### src/rtl/serial_adder_ctrl.sv
// serial_adder_ctrl: adds two WIDTH-bit operands LSB first through one shared 1-bit full adder
// Ports:
//   clk_in, rst_n_in      clock, asynchronous active-low reset
//   start_in              request, accepted only while idle
//   a_in, b_in, carry_in  operands and carry into bit 0, captured on an accepted start
//   busy_out              high while an addition is in progress or completing
//   done_out              one-cycle pulse when the result outputs are updated
//   sum_out, carry_out    registered result, held until the next done
//   overflow_out          signed overflow (carry into MSB xor carry out of MSB)
module full_adder (
    input  logic a_in,
    input  logic b_in,
    input  logic carry_in,
    output logic sum_out,
    output logic carry_out
);
    assign sum_out = a_in ^ b_in ^ carry_in;
    assign carry_out = (a_in & b_in) | (carry_in & (a_in ^ b_in));
endmodule

module serial_adder_ctrl #(
    parameter int WIDTH = 8
) (
    input  logic             clk_in,
    input  logic             rst_n_in,
    input  logic             start_in,
    input  logic [WIDTH-1:0] a_in,
    input  logic [WIDTH-1:0] b_in,
    input  logic             carry_in,
    output logic             busy_out,
    output logic             done_out,
    output logic [WIDTH-1:0] sum_out,
    output logic             carry_out,
    output logic             overflow_out
);
    localparam int CW = WIDTH > 1 ? $clog2(WIDTH) : 1;
    typedef enum logic [1:0] {IDLE, SHIFT, DONE} state_t;
    state_t state, state_nxt;
    logic [WIDTH-1:0] a_sh, b_sh, s_sh, s_nxt;
    logic [WIDTH:0] s_cat;
    logic [CW-1:0] cnt;
    logic c_reg, fa_sum, fa_carry, last;

    full_adder u_fa (
        .a_in(a_sh[0]),
        .b_in(b_sh[0]),
        .carry_in(c_reg),
        .sum_out(fa_sum),
        .carry_out(fa_carry)
    );

    // New sum bit enters at the MSB so the LSB ends up at bit 0 after WIDTH shifts.
    assign s_cat = {fa_sum, s_sh};
    assign s_nxt = s_cat[WIDTH:1];
    assign last = cnt == CW'(WIDTH - 1);
    assign busy_out = state != IDLE;

    always_comb begin
        state_nxt = state;
        state_nxt = state == IDLE  ? (start_in ? SHIFT : IDLE) :
                    state == SHIFT ? (last ? DONE : SHIFT) : IDLE;
    end

    always_ff @(posedge clk_in or negedge rst_n_in) begin
        if (!rst_n_in) begin
            state <= IDLE;
            done_out <= 1'b0;
            sum_out <= '0;
            carry_out <= 1'b0;
            overflow_out <= 1'b0;
            a_sh <= '0;
            b_sh <= '0;
            s_sh <= '0;
            c_reg <= 1'b0;
            cnt <= '0;
        end else begin
            state <= state_nxt;
            done_out <= state == SHIFT && last;
            if (state == IDLE && start_in) begin
                a_sh <= a_in;
                b_sh <= b_in;
                c_reg <= carry_in;
                cnt <= '0;
            end
            if (state == SHIFT) begin
                a_sh <= a_sh >> 1;
                b_sh <= b_sh >> 1;
                s_sh <= s_nxt;
                c_reg <= fa_carry;
                if (!last)
                    cnt <= cnt + 1'b1;
                // On the final bit c_reg holds the carry into the MSB (captured carry_in when WIDTH=1).
                if (last) begin
                    sum_out <= s_nxt;
                    carry_out <= fa_carry;
                    overflow_out <= c_reg ^ fa_carry;
                end
            end
        end
    end
endmodule
### config.mk
export PLATFORM = sky130hd
export DESIGN_NAME = serial_adder_ctrl
export DESIGN_NICKNAME = d
export VERILOG_FILES = /design/src/rtl/serial_adder_ctrl.sv
export SDC_FILE = /design/constraint.sdc
export NUM_CORES = 1
export LEC_CHECK = 0
export BUFFER_PORTS_ARGS = -buffer_cell sky130_fd_sc_hd__buf_2
export CAP_MARGIN = 20
export CORE_AREA = 2 2 64 66
export CTS_CLUSTER_SIZE = 12
export DETAILED_ROUTE_END_ITERATION = 10
export DIE_AREA = 0 0 66 68
export PLACE_DENSITY = 0.73
export SYNTH_ARGS = -nofsm -noshare
export SYNTH_HDL_FRONTEND = slang
export SYNTH_SLANG_ARGS = --single-unit
### constraint.sdc
create_clock -name clk_in -period 1.6 [get_ports clk_in]
set_clock_uncertainty 0.1 [all_clocks]
set_input_delay 0.32 -clock clk_in [delete_from_list [all_inputs] [get_ports clk_in]]
set_output_delay 0.32 -clock clk_in [all_outputs]
set_load 0.01 [all_outputs]
---- After elaboration in Yosys (flattened, before gate mapping) ----
Index checks and enable logic that the tools add are counted.
word-level totals
  flip-flop bits (word level) ............. 41
  input port bits ......................... 20
  word-level logic and storage cells ...... 38
operators by class
  add/sub/neg operators ................... 1
  eq/ne operators ......................... 2
  muxes and demuxes ....................... 13
  bitwise logic cells ..................... 6
  reduce and logical (&&, ||, !) cells .... 6
operators by type and width
  operator             number
  $mux 8               4
  $mux 3               3
  $mux 2               3
  $reduce_bool 2->1    2
  $add 3x1->3 const B  1
  $eq 3x3->1 const B   1
  $mux 1               3
  $xor 1x1->1          3
  $and 1x1->1          2
  $eq 2x1->1 const B   1
  $logic_and 1x1->1    2
  $logic_not 2->1      1
  $reduce_and 2->1     1
  $or 1x1->1           1

---- Longest topological paths before layout ----
Gate-level depths: netlist (run 1).
  depth in word-level cells ............... 5
  mapped depth ............................ 6
  gate-level depth less buffers ........... 5

---- Cells and area by module ----
A second synthesis (run 1) with hierarchy kept.
unflattened totals
  cell total of the unflattened synthesis .. 148
  area total of the unflattened synthesis .. 1,783.0 um^2
modules (own cells, without submodules)
  module             instances  cells each  area each (um^2)
  serial_adder_ctrl  1          147         1,762.9
  full_adder         1          1           20.0

---- Worst setup path before layout (run 1) ----
Ideal clock, no wire load.
  kind .................................... flip-flop to flip-flop
  start point ............................. register cnt[0]
  end point ............................... register sum_out[1]
  arrival time ............................ 1,372 ps
  setup slack ............................. 3 ps
  cell stages (with the launch flop) ...... 6
  cells stage by stage .................... dfrtp_1 -> ha_1 -> ha_1 -> nand3b_4 -> buf_6 -> mux2_4
between the ends
  word-level cells in the longest chain between the ends .. 2
RTL lines
  item                               RTL line  text
  from (decl)                        41        logic [CW-1:0] cnt;
  from (signal assigned)             91        cnt <= cnt + 1'b1;
  $eq 3x3->1                         55        assign last = cnt == CW'(WIDTH - 1);
  $reduce_and 2->1 (no source line)  --
  to (signal assigned)               94        sum_out <= s_nxt;
  to (decl)                          32        output logic [WIDTH-1:0] sum_out,
Every way passes these cells.
A chain may end at the register's enable or synchronous reset.

---- Worst setup path after layout (run 1) ----
  start point ............................. register state[1]
  end point ............................... output busy_out
between the ends
  word-level cells in the longest chain between the ends .. 1
RTL lines
  item                    RTL line  text
  from (decl)             38        state_t state, state_nxt;
  from (signal assigned)  77        state <= state_nxt;
  $reduce_bool 2->1       56        assign busy_out = state != IDLE;
  to (decl)               30        output logic busy_out,
Every way passes these cells.

==> qor.csv, run 1 <==
metric,value,unit
status,finished clean,
Rows,23,
"Critical Path, Cell by Cell","or2_4, buf_6",
type of origin of the critical path,flip-flop,
area share of fa/ha/maj cells after synthesis,3.186,%
vias in the first global route,1250,
initial DRC count,77,
"slowest stage delay, CP",450,ps
crit path kind,reg -> out,
share of layout cells above drive strength 1,39.58,%
"commonest non-fill, non-tap cell in the layout",dfrtp_1,
core area,3856,sq um
largest net degree at the start of global routing,41,
GRT Residual Overflow,0,
"area leader, netlist",dfrtp_1,
RSZ-0062 raised after global routing,true,
Hold WC Path Type,in -> reg,
DP HPWL,2.523,mm
aggregate routed wire length,3.640,mm
nets,216,
crit path from,state[1],
ant diodes,0,
"flops & latches, synth",40,
Yosys cell types,29,
Worst Path Arrival,1130,ps
CTS Buffer Depth,2,
Die ar.,4488,sq um
CTS tree,done,
detailed-route via count,1282,
Final period util,97.00,%
port bufs,31,
IO Pins,32,
Synth Net Count,173,
Async SR Flop Fraction,100.0,%
CTS buffer count,5,
maximum clock rate,644.3,MHz
Wirelength per Cell,15.04,microns
first drt pass iteration count,4,
compound-cell area share of the yosys netlist,12.33,%
most common flop cell mapped by yosys,dfrtp_1,
r2r startpoint,cnt[1],
Crit path required time,1180,ps
Max Cap Viol,0,
Leakage,1.039,nW
clk sink count,40,
Max-slew headroom,67.22,%
Layout area overhead,22.44,%
H-tree depth,2,
initial antenna violation count,0,
Worst Max-Slew Pin Slew,491.7,ps
Setup-failing EPs final,0,
Yosys Warn Count,0,
Cells after Synth,149,
multiplexer share of the synthesized area,11.22,%
hold path start,a_in[7],
DRC viols,0,
Hold WS,157.2,ps
Die W,66,microns
Mapped Area,1807,sq um
clock insertion delay at the later pin of the skew report,290,ps
antenna-violating nets left,0,
maximum vdd drop,0.7993,mV
"Largest delay share family, worst path",flip-flops,
"Slowest-stage cell, CP",dfrtp_2,
area share of the largest cell type after synthesis,55.40,%
GP Congestion,0.8128,
Crit Path Max Fanout,6,
Tmin final,1552,ps
Fill cells,343,
drt via density,5.298,
Mapped Avg Cell Area,12.13,sq um
sequential-to-total area share from yosys stat,55.40,%
largest family of logic cells by synthesized area,compound AO/OA/AOI/OAI gates,
pwr dens,2008,nW/um^2
largest cells by area after synthesis,"dfrtp_1 55%, mux2_2 6.2%, mux2_4 5.0%",
CP Buf/Inv Count,1,
number of synthesized flops with an enable pin,0,
first-pass GRT wire length,6.044,mm
Util after Layout,57.37,%
Starting Density,46.85,%
height of the die,68,microns
Root Buffer,clkbuf_8,
most frequent cells in the layout,"38 x dfrtp_1, 30 x buf_2, 17 x nor2_1",
CP endpoint kind,output pin,
simple-gate share of the synthesized area,11.91,%
Synth Area in XOR/XNOR,0.4848,%
final hold vios,0,
clock transition at the registers of the reported paths,80,ps
largest registers,"a_sh: 8 flops, b_sh: 8 flops, sum_out: 8 flops",
GRT Util Overall,18.41,%
final slew viol count,0,
cell usage after synthesis, drive strengths merged, types with 2 or more instances:
cell type	count
buf	9
nor3b	4
nor2	17
a22o	2
nand2b	3
or2	2
inv	4
o21ai	3
ha	3
o22ai	14
mux2	16
nor3	7
nand2	4
dfrtp	40
a21oi	12
kinds of logic after synthesis:
logic type                 count (synthesis)
buffers and inverters                     13
AOI/OAI and AO/OA                         36
and+or+nand+nor                           39
adders and majority gates                  4
muxes                                     16
DFF                                       40
xor gates and xnor gates                   1
worst register-to-register path: cells and delay by family, from the launching register on:
family / cells / cell delay (ps)
and+or+nand+nor: 1 / 150
DFF: 1 / 410
muxes: 1 / 350
adders and majority gates: 2 / 430
layout make-up:
class	instances	area (sq um)	area share (%)
timing repair buffer	44	261.5	11.82
clock buffer	5	68.82	3.111
clock inverter	2	60.06	2.715
inverter	4	15.01	0.6787
sequential	40	1003	45.36
multi-input combinational	97	740.7	33.48
tap	50	62.56	2.828
repair_timing:
item | CTS | global route
setup endpoints to repair | 4 | 11
cloned | 0 | 1
gates resized for setup | 4 | 4
hold endpoints to repair | 40 | 0
buffers inserted | 2 | 4
hold buffers | 1 | 0
pin swaps | 1 | 1
metal layers:
metal	global-route usage (%)	routed length [microns]	share of wire (%)	vias up
li1	-	-	-	619
met1	22.54	1569	43	620
met2	30.43	1794	49	36
met3	6.743	222	6.1	7
met4	6.122	54	1.5	0
met5	0	0	0	-
final timing paths:
path / to / slack (ps) / cells after the start
setup / recovery: busy_out / 50 / 2
hold / removal: a_sh[7] / 160 / 2
setup reg to reg: sum_out[0] / 50 / 4
hold reg to reg: overflow_out / 400 / 2
max in group asynchronous: state[0] / 530 / 3
min in group asynchronous: sum_out[4] / 510 / 3
stage by stage:
| stage | std cells | worst slack [ps] | cell area, sq um | total power, W | TNS [ps] |
|---|---|---|---|---|---|
| final | 242 | 48.04 | 2212 | 0.004441 | 0 |
| after global routing | 242 | -9.989 | 2212 | 0.004794 | -9.989 |
| after CTS | 237 | -5.456 | 2147 | 0.004385 | -5.456 |
| after detailed placement | 227 | -6.078 | 1986 | 0.003386 | -14.96 |
| after global placement | 227 | 37.39 | 1986 | 0.003259 | 0 |
| after floorplan | 149 | 2.683 | 1807 | 0.002963 | 0 |
where the power goes:
group / leakage, nW / total [W] / switching, W / internal, W
clock network: 0.0642 / 0.000950 / 0.000336 / 0.000614
logic: 0.502 / 0.00169 / 0.000796 / 0.000899
registers: 0.473 / 0.00180 / 0.000309 / 0.00149
total: 1.04 / 0.00444 / 0.00144 / 0.00300
(Power assumes the default switching activity.)
==> run 2, diff against run 1 <==
Settings changed: CORE_AREA 2 2 64 66 to 3 3 65 67, DIE_AREA 0 0 66 68 to 0 0 68 70.
==> run 2 against run 1 <==
Compared with the run above: worst hold slack lost 13 ps; register-to-register slack is essentially flat; first-iteration DRC count shrank 45%; clock power shrank 27%; combinational power shrank 4%; sequential power is essentially flat; worst setup slack gained 3.7 ps.
==> qor.csv, run 2 (synthesis results as in run 1) <==
metric,value,unit
status,finished clean,
Root Buffer,clkbuf_8,
Worst Reg-to-Reg Cells,4,
Setup-failing EPs final,0,
WHS Endpoint,b_sh[7],
initial antenna violation count,0,
DP HPWL,2.462,mm
height of the die,70,microns
largest net degree at the start of global routing,41,
detailed-route via count,1257,
"commonest non-fill, non-tap cell in the layout",dfrtp_1,
first drt pass iteration count,4,
Worst Path Arrival,1130,ps
R2R Setup Slk,60,ps
most frequent cells in the layout,"38 x dfrtp_1, 31 x buf_2, 17 x nor2_1",
clock insertion delay at the later pin of the skew report,290,ps
r2r startpoint,cnt[1],
Power Total,0.004104,W
final slew viol count,0,
aggregate routed wire length,3.624,mm
maximum clock rate,645.9,MHz
Layout area overhead,17.52,%
initial DRC count,42,
RSZ-0062 raised after global routing,false,
CP endpoint kind,output pin,
Placed Area,1968,sq um
GRT Util Overall,17.80,%
Die ar.,4760,sq um
drt via density,5.349,
Max-slew headroom,66.11,%
area of all placed cells without fillers,2123,sq um
first-pass GRT wire length,6.423,mm
IO Pins,32,
Rows,22,
clk sink count,40,
Starting Density,48.98,%
CTS tree,done,
hold path start,b_in[7],
Fill cells,306,
CTS buffer count,5,
largest registers,"a_sh: 8 flops, b_sh: 8 flops, sum_out: 8 flops",
CTS Buffer Depth,2,
crit path kind,reg -> out,
Hold WC Path Type,in -> reg,
core area,3689,sq um
Crit path required time,1180,ps
vias in the first global route,1319,
DRC viols,0,
nets,210,
ant diodes,0,
share of layout cells above drive strength 1,37.43,%
antenna-violating nets left,0,
GP Congestion,0.8478,
type of origin of the critical path,flip-flop,
Leakage,1.002,nW
Max Cap Viol,0,
maximum vdd drop,1.176,mV
Final period util,96.77,%
H-tree depth,2,
final hold vios,0,
GRT Residual Overflow,0,
clock transition at the registers of the reported paths,80,ps
Worst Max-Slew Pin Slew,508.3,ps
pwr dens,1933,nW/um^2
Crit Path Max Fanout,4,
FF-to-FF End,carry_out,
Die W,68,microns
port bufs,31,
Tmin final,1548,ps
Wirelength per Cell,15.42,microns
Cells on Worst Hold Path,2,
==> run 2: cell count changes in the layout (fill, tap and decap cells not counted), sizes merged <==
cell,change
bufinv,-2
clkbuf,+1
clkinv,+2
buf,-6
==> run 2: power breakdown <==
group          internal, W  total (W)  switching (W)
Sequential         0.00149    0.00179       0.000308
Combinational     0.000842    0.00162       0.000777
Clock             0.000344   0.000689       0.000345
Total              0.00267    0.00410        0.00143
==> run 2: final cells by class <==
class	count	area, sq um	share of cell area [%]
inverter	4	15.01	0.7071
timing repair buffer	38	210.2	9.900
clock buffer	6	82.58	3.889
clock inverter	2	10.01	0.4714
multi-input combinational	97	742.0	34.94
tap	48	60.06	2.829
sequential	40	1003	47.26
==> run 2: metrics by stage <==
stage	utilization [%]	worst slack, ps	setup TNS, ps	hold slack (ps)	std cells
floorplan	-	2.683	0	-75.59	149
global placement	53.36	32.68	0	293.8	223
detailed placement	53.36	-24.77	-74.95	305.6	223
CTS	56.99	24.18	0	138.8	235
global route	57.56	1.308	0	138.5	235
finish	57.56	51.72	0	143.8	235
==> run 2: timing repair <==
action,4_1_cts,5_1_grt
setup buffers,2,0
gates cloned,1,0
pin swaps,1,1
setup endpoints to repair,5,7
hold buffers,1,0
gates resized for setup,3,3
hold endpoints to repair,27,0
==> run 2: critical path, stage by stage (launching register included) <==
cell	delay, ps
dfrtp_2	420
or2_4	270
buf_2	140
==> run 2: routing by layer <==
layer / global-route usage [%] / vias up / share of wire [%]
li1: - / 608 / -
met5: 0 / - / 0
met3: 3.859 / 8 / 3.7
met1: 24.87 / 616 / 45
met2: 26.55 / 25 / 49
met4: 7.285 / 0 / 2.0
==> run 2: worst max-delay path by stage <==
stage                  start      endpoint  slack (ps)  cells after the start
floorplan             cnt[0]    sum_out[1]           3                      5
global placement      cnt[1]    sum_out[7]          30                      4
detailed placement    cnt[1]    sum_out[0]         -20                      4
CTS                   cnt[1]  overflow_out          20                      5
global route          cnt[1]     carry_out           1                      4
finish              state[0]      busy_out          50                      2
==> run 3, diff against run 2 <==
Settings changed: RECOVER_POWER set to 25.
==> run 3 against run 2 <==
Compared with the run above: register-to-register slack is essentially flat; routed wire length is essentially flat; critical path depth is the same; non-clock buffer count is the same; global-route usage is the same; first-iteration DRC count is the same; worst hold slack is the same; critical endpoint unchanged; highest routed layer unchanged.
==> qor.csv, run 3 (synthesis results as in run 1) <==
metric,value,unit
status,finished clean,
clock transition at the registers of the reported paths,80,ps
area of all placed cells without fillers,2123,sq um
share of layout cells above drive strength 1,37.43,%
maximum vdd drop,1.176,mV
Root Buffer,clkbuf_8,
Leakage,1.002,nW
largest net degree at the start of global routing,41,
Worst Reg-to-Reg Cells,4,
DP HPWL,2.462,mm
GRT Residual Overflow,0,
Die ar.,4760,sq um
detailed-route via count,1257,
CTS Buffer Depth,2,
Rows,22,
CTS tree,done,
Fill cells,306,
DRC viols,0,
WHS Endpoint,b_sh[7],
most frequent cells in the layout,"38 x dfrtp_1, 31 x buf_2, 17 x nor2_1",
initial DRC count,42,
Net Sw Frac,34.85,%
Place WS,-24.77,ps
post-route setup slack,51.72,ps
Die W,68,microns
first drt pass iteration count,4,
FF-to-FF End,carry_out,
"Slowest-stage cell, CP",dfrtp_2,
"Largest delay share family, worst path",flip-flops,
Power Total,0.004104,W
final slew viol count,0,
CTS buffer count,5,
antenna-violating nets left,0,
Int Pwr,0.002674,W
ant diodes,0,
Cells on Worst Hold Path,2,
pwr dens,1933,nW/um^2
height of the die,70,microns
"slowest stage delay, CP",420,ps
Max Cap Viol,0,
"commonest non-fill, non-tap cell in the layout",dfrtp_1,
combinational share of power,39.5,%
Crit path required time,1180,ps
core area,3689,sq um
Worst Path Arrival,1130,ps
Layout area overhead,17.52,%
first-pass GRT wire length,6.423,mm
Tmin final,1548,ps
setup TNS,0,ps
final hold vios,0,
Placed Area,1968,sq um
R2R Setup Slk,60,ps
NetSw,0.001430,W
r2r startpoint,cnt[1],
nets,210,
GP Congestion,0.8478,
clock share of power,16.8,%
aggregate routed wire length,3.625,mm
Worst Max-Slew Pin Slew,549.7,ps
Hold WC Path Type,in -> reg,
largest registers,"a_sh: 8 flops, b_sh: 8 flops, sum_out: 8 flops",
CP Buf/Inv Count,1,
clk sink count,40,
drt via density,5.349,
crit path kind,reg -> out,
vias in the first global route,1319,
RSZ-0062 raised after global routing,false,
"Critical Path, Cell by Cell","or2_4, buf_2",
Reg power frac,43.7,%
type of origin of the critical path,flip-flop,
Crit Path Max Fanout,4,
Final period util,96.77,%
GRT Util Overall,17.80,%
clock insertion delay at the later pin of the skew report,290,ps
CP endpoint kind,output pin,
IO Pins,32,
port bufs,31,
hold path start,b_in[7],
maximum clock rate,645.9,MHz
initial antenna violation count,0,
H-tree depth,2,
Max-slew headroom,63.35,%
Setup-failing EPs final,0,
Wirelength per Cell,15.43,microns
Starting Density,48.98,%
[run 3: cell types whose count changed in the layout (fill, tap and decap cells not counted)]
| cell | previous run | this run |
|---|---|---|
| buf_4 | 6 | 5 |
| clkbuf_4 | 0 | 1 |
[run 3: worst max path at each step]
stage / from / to / slack, ps / depth (start not counted)
6_report: state[0] / busy_out / 50 / 2
5_1_grt: cnt[1] / carry_out / 1 / 4
2_1_floorplan: cnt[0] / sum_out[1] / 3 / 5
3_5_place_dp: cnt[1] / sum_out[0] / -20 / 4
4_1_cts: cnt[1] / overflow_out / 20 / 5
3_3_place_gp: cnt[1] / sum_out[7] / 30 / 4
[run 3: repair_timing]
| item | 4_1_cts | 5_1_grt |
|---|---|---|
| cloned | 1 | 0 |
| resized for setup | 3 | 3 |
| pin swaps | 1 | 1 |
| hold buffers | 1 | 0 |
| endpoints found under the setup margin | 5 | 7 |
| setup buffers | 2 | 0 |
| endpoints found under the hold margin | 27 | 0 |
[run 3: metrics by stage]
stage / utilization (%) / cells / hold slack [ps]
floorplan: - / 149 / -75.59
global placement: 53.36 / 223 / 293.8
CTS: 56.99 / 235 / 138.8
detailed placement: 53.36 / 223 / 305.6
global route: 57.56 / 235 / 138.5
finish: 57.56 / 235 / 143.8
[run 3: power groups by stage]
stage | combinational (W) | clock, W | sequential (W)
2_1_floorplan | 0.00117 | 0 | 0.00179
5_1_grt | 0.00180 | 0.000744 | 0.00187
4_1_cts | 0.00160 | 0.000700 | 0.00179
6_report | 0.00162 | 0.000689 | 0.00179
3_3_place_gp | 0.00144 | 0 | 0.00181
3_5_place_dp | 0.00152 | 0 | 0.00184
[run 3: final cells by class]
class	count	area [sq um]	area share, %
flip-flops and latches	40	1003	47.26
multi-input cells	97	742.0	34.94
repair buffers	38	210.2	9.900
clock buffers	6	82.58	3.889
well taps	48	60.06	2.829
inverters	4	15.01	0.7071
clock inverters	2	10.01	0.4714
[run 3: metal layers]
layer	vias to the layer above	global-route usage (%)	routed length [microns]
li1	608	-	-
met2	25	26.55	1780
met3	8	3.859	135
met1	616	24.87	1635
met5	-	0	0
met4	0	7.285	73
